===== config.mk =====
export PLATFORM = sky130hd
export DESIGN_NAME = hazard_ctrl_flat
export DESIGN_NICKNAME = d
export VERILOG_FILES = /design/src/rtl/hazard_ctrl_if.sv /design/src/rtl/hazard_ctrl.sv /design/src/flat_wrapper.sv
export SDC_FILE = /design/constraint.sdc
export NUM_CORES = 1
export LEC_CHECK = 0
export BUFFER_PORTS_ARGS = -buffer_cell sky130_fd_sc_hd__clkbuf_2
export CORE_UTILIZATION = 35
export DETAILED_ROUTE_END_ITERATION = 16
export PLACE_DENSITY = 0.9
export SETUP_SLACK_MARGIN = 0.3
export SYNTH_ARGS = -nofsm -noshare
export SYNTH_HDL_FRONTEND = slang
export SYNTH_SLANG_ARGS = --single-unit
export TNS_END_PERCENT = 1

===== constraint.sdc =====
create_clock -name clk -period 1.75 [get_ports clk]
set_input_delay 0.0875 -clock clk [delete_from_list [all_inputs] [get_ports clk]]
set_output_delay 0.0875 -clock clk [all_outputs]
set_load 0.05 [all_outputs]

===== src/rtl/hazard_ctrl_if.sv =====
// hazard_ctrl_if: hazard inputs from the pipeline and the stall/flush controls returned to it
interface hazard_ctrl_if #(parameter int RA_W = 5);
  logic [RA_W-1:0] id_rs1, id_rs2, ex_rd;
  logic id_use_rs1, id_use_rs2, ex_mem_read, ex_mc_start, ex_mc_done, ex_redirect, mem_wait;
  logic pc_en, ifid_en, idex_en, exmem_en, memwb_en;
  logic ifid_flush, idex_flush, exmem_flush, memwb_flush;
  modport master (
    output id_rs1, id_rs2, id_use_rs1, id_use_rs2, ex_rd, ex_mem_read, ex_mc_start, ex_mc_done,
           ex_redirect, mem_wait,
    input  pc_en, ifid_en, idex_en, exmem_en, memwb_en, ifid_flush, idex_flush, exmem_flush, memwb_flush
  );
  modport slave (
    input  id_rs1, id_rs2, id_use_rs1, id_use_rs2, ex_rd, ex_mem_read, ex_mc_start, ex_mc_done,
           ex_redirect, mem_wait,
    output pc_en, ifid_en, idex_en, exmem_en, memwb_en, ifid_flush, idex_flush, exmem_flush, memwb_flush
  );
endinterface


===== src/rtl/hazard_ctrl.sv =====
// hazard_ctrl: stall/flush sequencer for the 5-stage pipeline; HAZ_PERF_EN adds stall/redirect counters
module hazard_ctrl #(
  parameter int RA_W   = 5,
  parameter int PERF_W = 32
) (
  input  logic              clk,
  input  logic              rst_n,
  hazard_ctrl_if.slave      hz,
  output logic [PERF_W-1:0] perf_stall,
  output logic [PERF_W-1:0] perf_flush
);
  typedef enum logic [1:0] {RUN, MC_BUSY, MC_HOLD} state_t;
  localparam logic [8:0] CTL_DEF = 9'b1_1111_0000;
  localparam logic [8:0] CTL_MW  = 9'b0_0000_0001;
  localparam logic [8:0] CTL_MC  = 9'b0_0001_0010;
  localparam logic [8:0] CTL_RDR = 9'b1_0011_1100;
  localparam logic [8:0] CTL_LU  = 9'b0_0011_0100;
  state_t state, state_nx;
  logic [RA_W-1:0] rd;
  logic load_use, mc_stall;
  logic [8:0] ctl;
  assign rd = hz.ex_rd;
  assign load_use = hz.ex_mem_read && rd != '0 &&
                    ((hz.id_use_rs1 && hz.id_rs1 == rd) || (hz.id_use_rs2 && hz.id_rs2 == rd));
  always_ff @(posedge clk or negedge rst_n)
    if (!rst_n) state <= RUN;
    else state <= state_nx;
  // A completion seen while memory is frozen parks in MC_HOLD so it is not dropped
  always_comb begin
    state_nx = (state == RUN)     ? ((hz.ex_mc_start && !hz.ex_mc_done) ? MC_BUSY : RUN) :
               (state == MC_BUSY) ? (!hz.ex_mc_done ? MC_BUSY : hz.mem_wait ? MC_HOLD : RUN) :
                                    (hz.mem_wait ? MC_HOLD : RUN);
    mc_stall = (state == RUN && hz.ex_mc_start && !hz.ex_mc_done) || (state == MC_BUSY && !hz.ex_mc_done);
    ctl = !rst_n         ? 9'b0 :
          hz.mem_wait    ? CTL_MW :
          mc_stall       ? CTL_MC :
          hz.ex_redirect ? CTL_RDR :
          load_use       ? CTL_LU : CTL_DEF;
  end
  assign {hz.pc_en, hz.ifid_en, hz.idex_en, hz.exmem_en, hz.memwb_en,
          hz.ifid_flush, hz.idex_flush, hz.exmem_flush, hz.memwb_flush} = ctl;
`ifdef HAZ_PERF_EN
  always_ff @(posedge clk or negedge rst_n)
    if (!rst_n) begin
      perf_stall <= '0;
      perf_flush <= '0;
    end else begin
      perf_stall <= perf_stall + PERF_W'(!hz.pc_en);
      perf_flush <= perf_flush + PERF_W'(hz.ifid_flush);
    end
`else
  assign perf_stall = '0;
  assign perf_flush = '0;
`endif
endmodule

===== src/flat_wrapper.sv =====
// flat-port wrapper written by rule: the top's interface ports become plain ports
module hazard_ctrl_flat 
#(
  parameter int RA_W   = 5,
  parameter int PERF_W = 32
)
  (clk, rst_n, perf_stall, perf_flush, hz_id_rs1, hz_id_rs2, hz_id_use_rs1, hz_id_use_rs2, hz_ex_rd, hz_ex_mem_read, hz_ex_mc_start, hz_ex_mc_done, hz_ex_redirect, hz_mem_wait, hz_pc_en, hz_ifid_en, hz_idex_en, hz_exmem_en, hz_memwb_en, hz_ifid_flush, hz_idex_flush, hz_exmem_flush, hz_memwb_flush);
  hazard_ctrl_if #(.RA_W(RA_W)) hz_i ();
  input  logic clk;
  input  logic rst_n;
  output logic [PERF_W-1:0] perf_stall;
  output logic [PERF_W-1:0] perf_flush;
  input wire logic [$bits(hz_i.id_rs1)-1:0] hz_id_rs1;
  input wire logic [$bits(hz_i.id_rs2)-1:0] hz_id_rs2;
  input wire logic [$bits(hz_i.id_use_rs1)-1:0] hz_id_use_rs1;
  input wire logic [$bits(hz_i.id_use_rs2)-1:0] hz_id_use_rs2;
  input wire logic [$bits(hz_i.ex_rd)-1:0] hz_ex_rd;
  input wire logic [$bits(hz_i.ex_mem_read)-1:0] hz_ex_mem_read;
  input wire logic [$bits(hz_i.ex_mc_start)-1:0] hz_ex_mc_start;
  input wire logic [$bits(hz_i.ex_mc_done)-1:0] hz_ex_mc_done;
  input wire logic [$bits(hz_i.ex_redirect)-1:0] hz_ex_redirect;
  input wire logic [$bits(hz_i.mem_wait)-1:0] hz_mem_wait;
  output wire logic [$bits(hz_i.pc_en)-1:0] hz_pc_en;
  output wire logic [$bits(hz_i.ifid_en)-1:0] hz_ifid_en;
  output wire logic [$bits(hz_i.idex_en)-1:0] hz_idex_en;
  output wire logic [$bits(hz_i.exmem_en)-1:0] hz_exmem_en;
  output wire logic [$bits(hz_i.memwb_en)-1:0] hz_memwb_en;
  output wire logic [$bits(hz_i.ifid_flush)-1:0] hz_ifid_flush;
  output wire logic [$bits(hz_i.idex_flush)-1:0] hz_idex_flush;
  output wire logic [$bits(hz_i.exmem_flush)-1:0] hz_exmem_flush;
  output wire logic [$bits(hz_i.memwb_flush)-1:0] hz_memwb_flush;
  assign hz_i.id_rs1 = hz_id_rs1;
  assign hz_i.id_rs2 = hz_id_rs2;
  assign hz_i.id_use_rs1 = hz_id_use_rs1;
  assign hz_i.id_use_rs2 = hz_id_use_rs2;
  assign hz_i.ex_rd = hz_ex_rd;
  assign hz_i.ex_mem_read = hz_ex_mem_read;
  assign hz_i.ex_mc_start = hz_ex_mc_start;
  assign hz_i.ex_mc_done = hz_ex_mc_done;
  assign hz_i.ex_redirect = hz_ex_redirect;
  assign hz_i.mem_wait = hz_mem_wait;
  assign hz_pc_en = hz_i.pc_en;
  assign hz_ifid_en = hz_i.ifid_en;
  assign hz_idex_en = hz_i.idex_en;
  assign hz_exmem_en = hz_i.exmem_en;
  assign hz_memwb_en = hz_i.memwb_en;
  assign hz_ifid_flush = hz_i.ifid_flush;
  assign hz_idex_flush = hz_i.idex_flush;
  assign hz_exmem_flush = hz_i.exmem_flush;
  assign hz_memwb_flush = hz_i.memwb_flush;
  hazard_ctrl #(.RA_W(RA_W), .PERF_W(PERF_W)) u_core (.clk(clk), .rst_n(rst_n), .hz(hz_i), .perf_stall(perf_stall), .perf_flush(perf_flush));
endmodule

### Word level (Yosys, flattened, before mapping)

Index checks and enable logic that the tools add are counted.

| storage, ports and cells | value |
|---|---|
| register bits after elaboration | 2 |
| bits in latches | 0 |
| bits in writable memories | 0 |
| ROM bits | 0 |
| input bits | 24 |
| output and inout bits | 73 |
| memories | 0 |

| cells by class | value |
|---|---|
| add/sub/neg operators | 0 |
| multipliers | 0 |
| div/mod/pow operators | 0 |
| magnitude comparators | 0 |
| equality and inequality tests | 3 |
| shifts and indexed selects | 0 |
| muxes and demuxes | 10 |
| bitwise gates (word level) | 0 |
| reductions and logical operators | 13 |

Operators by type and width:

| operator | count |
|---|---|
| 9-bit 2-to-1 mux | 5 |
| 5-bit == test | 2 |
| 1-bit logical AND | 8 |
| 2-bit 2-to-1 mux | 4 |
| 5-bit nonzero test | 1 |
| 2-bit by 1-bit == test with 1-bit output, second input constant | 1 |
| 2-bit logical NOT | 1 |
| 1-bit logical OR | 2 |
| 1-bit logical NOT | 1 |
| 1-bit 2-to-1 mux | 1 |

### Logic depth before layout (Yosys ltp)

Gate-level depths: netlist of run 1.

| depth | value |
|---|---|
| word-level depth | 9 |
| gate-level depth with buffers | 6 |
| gate-level depth less buffers | 6 |

### Least setup slack after synthesis of run 1

No wires, ideal clock.

| timing path | value |
|---|---|
| path type | input-to-output |
| start point | input rst_n |
| end point | output hz_idex_flush |
| data arrival time | 2391 ps |
| required time | 1662 ps |
| path slack | -728 ps |
| stages on the path | 5 |
| buffers on the path | 0 |
| cell sequence | nor2b_1 > nand2_2 > inv_1 > and2_1 > a31o_1 |

| on the way | value |
|---|---|
| cells in the longest elaborated chain, start to end | 1 |

Ends and longest elaborated chain:

| what | RTL line | RTL |
|---|---|---|
| start, declared | flat_wrapper.sv:10 | `input logic rst_n;` |
| 9-bit 2-to-1 mux | hazard_ctrl.sv:34 | `ctl = !rst_n ? 9'b0 :` |
| end, declared | flat_wrapper.sv:29 | `output wire logic [$bits(hz_i.idex_flush)-1:0] hz_idex_flush;` |

Every way passes these cells.

### Worst setup path after layout of run 1

| timing path | value |
|---|---|
| start point | register u_core.state[1] |
| end point | output hz_idex_flush |

| on the way | value |
|---|---|
| cells in the longest elaborated chain, start to end | 7 |
| elaborated cells on any way between the ends | 9 |

Ends and longest elaborated chain:

| what | RTL line | RTL |
|---|---|---|
| start, declared | hazard_ctrl.sv:18 | `state_t state, state_nx;` |
| start signal, assigned | hazard_ctrl.sv:27 | `else state <= state_nx;` |
| 2-bit logical NOT | hazard_ctrl.sv:33 | `mc_stall = (state == RUN && hz.ex_mc_start && !hz.ex_mc_done) \|\| (state == MC_BUSY && !hz.ex_mc_done);` |
| 1-bit logical AND (2 in a row) | hazard_ctrl.sv:33 |  |
| 1-bit logical OR (*) | hazard_ctrl.sv:33 |  |
| 9-bit 2-to-1 mux (*) | hazard_ctrl.sv:36 | `mc_stall ? CTL_MC :` |
| 9-bit 2-to-1 mux (*) | hazard_ctrl.sv:35 | `hz.mem_wait ? CTL_MW :` |
| 9-bit 2-to-1 mux (*) | hazard_ctrl.sv:34 |  |

Mark *: on every way between the ends. The rest lies on a longest branch, timed or not.

==> results of run 1 <==
[logic make-up (layout without fill, tap and decap cells)]
| group | count (synthesis) | in the layout | share of synthesized area |
|---|---|---|---|
| xor gates and xnor gates | 10 | 10 | 0.114 |
| DFF | 2 | 2 | 0.0653 |
| other | 1 | 64 | 0.00489 |
| buffers and inverters | 68 | 43 | 0.651 |
| and+or+nand+nor | 13 | 13 | 0.104 |
| AOI/OAI and AO/OA | 6 | 6 | 0.0604 |
[routing by layer]
metal  GRT usage  vias up
met5           0        -
met1      0.0644      229
met2       0.194       57
li1            -      261
met4      0.0294        0
met3      0.0623        2
[how the worst min path moves through the flow]
stage,from,end,cells after the start
6_report,hz_ex_mc_done,u_core.state[1],3
5_1_grt,hz_mem_wait,u_core.state[1],2
4_1_cts,hz_ex_mc_done,u_core.state[1],3
3_5_place_dp,rst_n,u_core.state[1],1
3_3_place_gp,rst_n,u_core.state[1],1
2_1_floorplan,rst_n,u_core.state[0],0
[worst max-delay path: cells and delay by family, from the launching register on]
kind | cells | cell delay (ps)
compound gates | 1 | 200
buf+inv | 2 | 240
flops | 1 | 370
simple gates | 3 | 640
[per-stage QoR]
step                      hold slack (ps)  instances
after CTS                             146        162
after floorplan                      -208        163
after detailed placement             -110        157
final                                 155        165
after global routing                  161        165
after global placement               -110        157
[timing repair]
action,in CTS,in global routing
cloned,0,0
hold endpoints to repair,2,0
resized for setup,13,8
endpoints found under the setup margin,7,7
hold buffers,1,0
setup buffers,1,3
pin swaps,2,2
[report_power, final]
| part | switching (mW) | total, mW | internal, mW | leakage [nW] |
|---|---|---|---|---|
| clock | 0.0264 | 0.102 | 0.0756 | 0.0138 |
| sequential | 0.00190 | 0.0519 | 0.0500 | 0.0262 |
| combinational | 0.382 | 0.461 | 0.0787 | 0.469 |
| total | 0.411 | 0.615 | 0.204 | 0.509 |
[layout make-up]
cell class	count	area [um^2]
Fill cell	220	1120
Sequential cell	2	50.0
Clock buffer	3	22.5
Tap cell	27	33.8
Multi-Input combinational cell	93	493
Inverter	3	15.0
Timing Repair Buffer	37	265
[synth_stat cells]
library cell,count
a31oi_1,1
o22ai_1,1
o21a_1,1
dfrtp_1,2
inv_1,3
nor2_1,1
nand2_1,2
buf_4,65
a211oi_2,1
nand2_2,1
nand4_1,2
conb_1,1
xnor2_1,10
and2_1,2
a31o_1,1
nor2b_1,3
or3_4,1
a21oi_1,1
or4_1,1
==> results.txt, run 1 <==
----------------------------------------------------
[Clock tree]
  Clock tree sinks ... 2
  Clock slew at the register clock pins of the worst setup and hold paths ... 30 ps
  Clock buffer count from CTS ... 3
  Clock Latency Late Sink ... 230 ps
  CTS H-tree lvls ... 1
  Clock Root Buffer ... clkbuf_4
  Maximum root-to-sink buffer count ... 2
  TritonCTS clock tree ... yes

[Routing]
  Mean routed wirelength per cell ... 7.27 um
  Post-detailed-route count of antenna-violating nets ... 0
  Metal-1 WL ... 292 um
  Vias after detailed routing ... 549
  Highest routed metal layer ... met4
  Drt drc ... 0
  Sum of met3 wire segment lengths after detailed routing ... 180 um
  DRC violation total after the first TritonRoute iteration ... 3
  Met2 Routed Length ... 716 um
  DR vias/cell ... 3.33
  Final WL ... 1200 um
  Drt first pass iters ... 2

[Worst setup path]
  Launching element of the worst setup path ... u_core.state[1]
  Kind of start point of the critical path ... flip-flop
  Worst Path Max Fanout ... 3
  Critical path's largest stage delay ... 410 ps
  Ordered cell list for the critical path ... or3_4 -> nand2_4 -> clkinvlp_4 -> and2_4 -> a31o_4 -> buf_8
  CP endpoint ... hz_idex_flush
  Cell type of the slowest stage on the worst timing path ... or3_4
  Critical path start-end classification ... flip-flop to output pin
  Reg2Reg Capture Point ... u_core.state[0]
  Worst R2R Setup Slack ... 720 ps
  Data required time of the critical path ... 1660 ps
  Endpoint class of the critical path ... output pin
  Cell count of the worst reg-to-reg path ... 3
  Arrival @ worst endpoint ... 1680 ps
  Worst r2r src ... u_core.state[1]

[Final layout]
  Leading cell type in the layout, fill and taps excluded ... conb_1
  Top reg by flops ... u_core.state
  Fin util ... 0.439
  Flip-flop count of the largest register, all copies and words added ... 2
  Largest registers ... u_core.state x2
  Nets@finish ... 164
  Fraction of final layout cells with drive strength greater than 1 ... 0.348
  Leading cell types in the layout, fill and taps excluded ... conb_1, clkbuf_2, xnor2_1, buf_8, clkbuf_4
  Area growth, synth to finish ... 14.7%
  Post-route cell area ... 880 um^2
  Antenna diode count ... 0

[GRT]
  Antenna violations before repair ... 0
  Leftover overflow at the end of global routing ... 0
  Overall track demand over capacity in global routing ... 0.0943
  Wire length of the first global-routing pass ... 1620 um
  Largest net degree at the start of global routing ... 4
  Vias in the first global route ... 392

[Logic synthesis]
  Average instance area after synthesis ... 7.67 um^2
  Dominant cells by area after synthesis ... buf_4, xnor2_1, dfrtp_1
  Yosys top cell by area ... buf_4
  Gate Count Post-Synth ... 100
  Netlist area before placement ... 767 um^2
  Distinct cell type count of the synthesized netlist ... 19
  Top cell type's share of synthesized area ... 0.636
  Sequential area share after synthesis ... 0.0653
  Synthesized flop and latch total ... 2
  Warnings from Yosys ... 0

[Placed design]
  Final weighted congestion of routability-driven global placement ... 0.670
  PortBufs ... 32
  Post-place setup slack ... 75.6 ps
  Standard cell area after detailed placement ... 751 um^2
  Post-detailed-placement half-perimeter wirelength ... 1070 um

[STA]
  Total setup violations reported at the end of the flow ... 1
  Crit share post-route ... 1.01
  Final critical-path setup slack ... -13.2 ps
  Final Critical Period ... 1760 ps
  Final Hold Viols ... 0
  Setup tns final ... -13.2 ps
  Final-report max-slew violation count ... 0
  Peak Freq ... 567 MHz
  Setup repair after global routing missed its margin ... yes
  Worst clock skew on the final layout ... 5.20 ps

[Die]
  Die area ... 2380 um^2
  Floorplan die height ... 48.8 um
  Placeable Area ... 2000 um^2
  Number of rows in the core area ... 16
  Effective utilization at floorplan ... 0.383
  Die span in x ... 48.8 um
  Top-Level Pins ... 97

[Status]
  Status ... finished, violations left
  Failing checks ... negative setup slack

[Pwr]
  Static leakage ... 0.509 nW
  Worst ir drop on vdd ... 0.277 mV
  Total power density per cell area ... 699 nW/um^2
  Tot Pwr ... 0.615 mW

[Min path]
  Hold WC Path Type ... input port to flip-flop

[Run]
  Total of max-cap violations ... 0

----------------------------------------------------
(Power assumes the default switching activity.)
==> run 2, diff against run 1 <==
CORE_UTILIZATION = 32   (was 35)
PLACE_DENSITY = 0.83   (was 0.9)
clock period = 2 ns   (was 1.75 ns; I/O delays follow)
==> run 2 against run 1 <==
  * The flow now finishes without violations
  * Die area grew 9.0%
  * Non-clock buffer count down 1
  * Register-to-register slack gained 270 ps
  * Final area fell by 7.5%
  * Critical endpoint unchanged
  * Worst setup slack better by 330 ps
  * Clock power fell by 13%
  * Worst hold slack better by 16 ps
  * Core utilization down 7.5 points
  * Final cell count unchanged
  * Total power down 15%
==> results.txt, run 2 (synthesis results as in run 1) <==
----------------------------------------------------
[STA]
  Final-report max-slew violation count ... 0
  Worst clock skew on the final layout ... 0.391 ps
  Slew Limit Headroom ... 0.662
  Final Hold Viols ... 0
  Setup tns final ... 0 ps
  Setup repair after global routing missed its margin ... yes
  Final Critical Period ... 1680 ps
  Final critical-path setup slack ... 315 ps
  Worst Tran Pin Value ... 507 ps
  Crit share post-route ... 0.842
  Peak Freq ... 593 MHz
  Total setup violations reported at the end of the flow ... 0

[Final layout]
  Nets@finish ... 163
  Fraction of final layout cells with drive strength greater than 1 ... 0.336
  Leading cell types in the layout, fill and taps excluded ... conb_1, clkbuf_2, xnor2_1, clkbuf_4, buf_4
  Flip-flop count of the largest register, all copies and words added ... 2
  Area growth, synth to finish ... 6.04%
  Antenna diode count ... 0
  Count of filler cells inserted in the layout ... 254
  Largest registers ... u_core.state x2
  Leading cell type in the layout, fill and taps excluded ... conb_1
  Top reg by flops ... u_core.state
  Post-route cell area ... 813 um^2

[Worst setup path]
  Data required time of the critical path ... 1900 ps
  Worst Path Max Fanout ... 2
  Arrival @ worst endpoint ... 1580 ps
  Kind of start point of the critical path ... flip-flop
  Critical path start-end classification ... flip-flop to output pin
  Endpoint class of the critical path ... output pin

[Die]
  Placeable Area ... 2230 um^2
  Floorplan die height ... 51.0 um
  Die span in x ... 51.0 um
  Effective utilization at floorplan ... 0.343
  Top-Level Pins ... 97
  Number of rows in the core area ... 17
  Die area ... 2600 um^2

[Min path]
  Hold WC Path Type ... input port to flip-flop

[Routing]
  Vias after detailed routing ... 545
  Final WL ... 1140 um
  Drt first pass iters ... 2
  Post-detailed-route count of antenna-violating nets ... 0
  Mean routed wirelength per cell ... 6.89 um
  Drt drc ... 0
  DR vias/cell ... 3.30
  DRC violation total after the first TritonRoute iteration ... 2

[GRT]
  Antenna violations before repair ... 0
  Wire length of the first global-routing pass ... 1610 um
  Overall track demand over capacity in global routing ... 0.0843
  Vias in the first global route ... 406
  Largest net degree at the start of global routing ... 4
  Leftover overflow at the end of global routing ... 0

[Placed design]
  Standard cell area after detailed placement ... 734 um^2
  PortBufs ... 32
  Post-detailed-placement half-perimeter wirelength ... 1030 um
  Final weighted congestion of routability-driven global placement ... 0.651
  Post-place setup slack ... 323 ps

[Pwr]
  Worst ir drop on vdd ... 0.234 mV
  Static leakage ... 0.496 nW
  Tot Pwr ... 0.524 mW
  Total power density per cell area ... 644 nW/um^2

[Run]
  Total of max-cap violations ... 0

[Clock tree]
  Clock tree sinks ... 2
  Clock buffer count from CTS ... 3
  Clock Latency Late Sink ... 220 ps
  Clock Root Buffer ... clkbuf_4
  TritonCTS clock tree ... yes
  Clock slew at the register clock pins of the worst setup and hold paths ... 30 ps
  Maximum root-to-sink buffer count ... 2
  CTS H-tree lvls ... 1

[Status]
  Status ... finished, final reports clean

----------------------------------------------------
[run 2: changes by cell type in the layout (fill, tap and decap cells not counted), sizes merged]
cell | previous run | this run
clkinvlp | 1 | 0
inv | 2 | 3
clkbuf | 30 | 34
buf | 9 | 4
[run 2: area by class of cell]
type,instances,area (um^2),area share
Clock buffer,3,22.5,0.0277
Inverter,3,11.3,0.0138
Multi-Input combinational cell,93,492,0.605
Sequential cell,2,50.0,0.0615
Tap cell,28,35.0,0.0431
Timing Repair Buffer,36,203,0.249
[run 2: worst max-delay path: stages, from the launching register on]
cell and delay (ps):
dfrtp_1 370, or3_4 390, nand2_4 70, inv_2 30
and2_4 150, a31o_4 200, buf_8 140
[run 2: path summary, 6_finish.rpt]
check / slack, ps / depth (start not counted) / from / to
min: 170 / 2 / hz_mem_wait / u_core.state[1]
min reg2reg: 540 / 2 / u_core.state[1] / u_core.state[1]
max in group asynchronous: 1650 / 2 / rst_n / u_core.state[1]
min in group asynchronous: 220 / 2 / rst_n / u_core.state[0]
max: 320 / 6 / u_core.state[1] / hz_idex_flush
max reg2reg: 990 / 3 / u_core.state[1] / u_core.state[0]
[run 2: where the power goes]
| group | internal [mW] | total [mW] | switching [mW] |
|---|---|---|---|
| combinational | 0.0570 | 0.389 | 0.332 |
| clock | 0.0662 | 0.0888 | 0.0226 |
| sequential | 0.0438 | 0.0454 | 0.00162 |
| total | 0.167 | 0.524 | 0.357 |
[run 2: routing by layer]
metal / routed length (um) / GRT usage / vias to the layer above
li1: - / - / 259
met1: 317 / 0.0709 / 233
met2: 666 / 0.178 / 53
met3: 153 / 0.0357 / 0
met4: 0 / 0.0139 / 0
met5: 0 / 0 / -
[run 2: what timing repair did]
item                                    in CTS  in global routing
resized for setup                            5                  1
buffers inserted                             3                  0
endpoints found under the hold margin        2                  0
endpoints found under the setup margin       1                  3
pin swaps                                    2                  2
hold buffers                                 1                  0
[run 2: stage by stage]
stage / hold slack [ps] / std cells / utilization
after floorplan: -196 / 163 / -
after global placement: -98.7 / 158 / 0.329
after detailed placement: -98.7 / 158 / 0.329
after CTS: 163 / 165 / 0.364
after global routing: 169 / 165 / 0.364
final: 171 / 165 / 0.364
==> run 3, diff against run 2 <==
clock period = 1.7 ns   (was 2 ns; I/O delays follow)
==> run 3 against run 2 <==
  * The run now ends with negative setup slack left
  * Combinational power grew 22%
  * Final cell count grew 1.2%
  * Sequential share of layout area shrank 0.48 points
  * Core utilization grew 3.1 points
  * Worst setup slack lost 380 ps
  * Largest power group unchanged
==> results.txt, run 3 (synthesis results as in run 1) <==
----------------------------------------------------
[Routing]
  DR vias/cell ... 3.38
  Post-detailed-route count of antenna-violating nets ... 0
  Final WL ... 1140 um
  Drt drc ... 0
  Mean routed wirelength per cell ... 6.82 um
  Vias after detailed routing ... 564
  Drt first pass iters ... 3
  DRC violation total after the first TritonRoute iteration ... 2

[Final layout]
  Largest registers ... u_core.state x2
  Leading cell types in the layout, fill and taps excluded ... conb_1, clkbuf_2, xnor2_1, buf_4, clkbuf_4
  Post-route cell area ... 882 um^2
  Flip-flop count of the largest register, all copies and words added ... 2
  Fraction of final layout cells with drive strength greater than 1 ... 0.353
  Fin util ... 0.395
  Area growth, synth to finish ... 15.0%
  Top reg by flops ... u_core.state
  Antenna diode count ... 0
  Nets@finish ... 165
  Leading cell type in the layout, fill and taps excluded ... conb_1
  Count of filler cells inserted in the layout ... 252

[Worst setup path]
  Worst Path Max Fanout ... 3
  Arrival @ worst endpoint ... 1680 ps
  CP bufs+invs ... 2
  Critical path's largest stage delay ... 410 ps
  Data required time of the critical path ... 1620 ps
  Ordered cell list for the critical path ... or3_4 -> nand2_4 -> clkinvlp_4 -> and2_4 -> a31o_4 -> buf_8
  Endpoint class of the critical path ... output pin
  Cell type of the slowest stage on the worst timing path ... or3_4
  Critical path start-end classification ... flip-flop to output pin
  Family of cells with the greatest summed delay on the critical path ... simple AND/OR/NAND/NOR gates
  Worst R2R Setup Slack ... 790 ps
  Kind of start point of the critical path ... flip-flop

[GRT]
  Largest net degree at the start of global routing ... 4
  Wire length of the first global-routing pass ... 1620 um
  Vias in the first global route ... 409
  Overall track demand over capacity in global routing ... 0.0903
  Antenna violations before repair ... 0
  Leftover overflow at the end of global routing ... 0

[Status]
  Status ... finished, violations left
  Failing checks ... negative setup slack

[STA]
  Crit share post-route ... 1.04
  Final-report max-slew violation count ... 0
  Final Critical Period ... 1760 ps
  Worst clock skew on the final layout ... 0.229 ps
  Setup repair after global routing missed its margin ... yes
  Setup tns final ... -60.2 ps
  Total setup violations reported at the end of the flow ... 1
  Final hold slack ... 155 ps
  Peak Freq ... 568 MHz
  Final Hold Viols ... 0
  Final critical-path setup slack ... -60.2 ps

[Pwr]
  Worst ir drop on vdd ... 0.262 mV
  Clk pwr share ... 0.165
  Internal power ... 0.209 mW
  Net Sw Power ... 0.421 mW
  Sequential fraction of design power ... 0.085
  Static leakage ... 0.513 nW
  Total power density per cell area ... 714 nW/um^2
  Sw Share ... 0.669
  Power share of the combinational group ... 0.750

[Clock tree]
  CTS H-tree lvls ... 1
  Maximum root-to-sink buffer count ... 2
  Clock slew at the register clock pins of the worst setup and hold paths ... 30 ps
  Clock buffer count from CTS ... 3
  Clock Root Buffer ... clkbuf_4
  TritonCTS clock tree ... yes
  Clock Latency Late Sink ... 220 ps
  Clock tree sinks ... 2

[Placed design]
  Post-place setup slack ... 67.6 ps
  PortBufs ... 32
  Final weighted congestion of routability-driven global placement ... 0.664
  Post-detailed-placement half-perimeter wirelength ... 1050 um
  Standard cell area after detailed placement ... 774 um^2

[Run]
  Total of max-cap violations ... 0

[Die]
  Top-Level Pins ... 97
  Die area ... 2600 um^2
  Number of rows in the core area ... 17
  Die span in x ... 51.0 um
  Placeable Area ... 2230 um^2
  Effective utilization at floorplan ... 0.343
  Floorplan die height ... 51.0 um

[Min path]
  Hold WC Path Type ... input port to flip-flop

----------------------------------------------------
==> run 3: changes by cell type in the layout (fill, tap and decap cells not counted), moves of 2 or more <==
cell | previous run | this run
clkbuf_2 | 31 | 25
buf_8 | 1 | 3
buf_4 | 3 | 5
clkbuf_8 | 0 | 3
==> run 3: power by group through the flow <==
stage          Clock, mW  Sequential, mW  Combinational, mW
2_1_floorplan          0          0.0533              0.514
3_3_place_gp           0          0.0535              0.449
3_5_place_dp           0          0.0540              0.451
4_1_cts            0.110          0.0535              0.465
5_1_grt            0.122          0.0542              0.493
6_report           0.104          0.0536              0.473
==> run 3: metrics by stage <==
stage,power [mW],std cells
final,0.630,167
after global routing,0.669,167
after CTS,0.629,166
after detailed placement,0.505,161
after global placement,0.503,161
after floorplan,0.567,163
==> run 3: what timing repair did <==
item / CTS / global route
gates resized for setup: 13 / 5
endpoints found under the hold margin: 2 / 0
pin swaps: 1 / 2
hold buffers: 1 / 0
endpoints found under the setup margin: 7 / 7
buffers inserted: 1 / 1
==> run 3: path summary, 6_finish.rpt <==
path,from,endpoint,cells past startpoint
worst max-delay path,u_core.state[1],hz_idex_flush,6
worst min-delay path,hz_ex_mc_done,u_core.state[1],3
worst max register to register,u_core.state[1],u_core.state[0],2
worst min register to register,u_core.state[1],u_core.state[1],2
max in group asynchronous,rst_n,u_core.state[0],2
min in group asynchronous,rst_n,u_core.state[1],2
==> run 3: layout make-up <==
type / instances / area, um^2 / share of cell area
multi-input combinational: 93 / 493 / 0.559
timing repair buffer: 38 / 267 / 0.302
sequential: 2 / 50.0 / 0.0567
tap: 28 / 35.0 / 0.0397
clock buffer: 3 / 22.5 / 0.0255
inverter: 3 / 15.0 / 0.0170
==> run 3: layer usage <==
| metal | track usage | wire length (um) | up-vias | part of all wire |
|---|---|---|---|---|
| li1 | - | - | 262 | - |
| met1 | 0.0760 | 318 | 241 | 0.28 |
| met2 | 0.164 | 645 | 57 | 0.57 |
| met3 | 0.0298 | 145 | 4 | 0.13 |
| met4 | 0.0833 | 29 | 0 | 0.025 |
| met5 | 0 | 0 | - | 0 |
==> run 3: tightest hold or removal path, stage by stage <==
cell	delay, ps
clkbuf_2	90
a21oi_1	60
nor2b_1	100
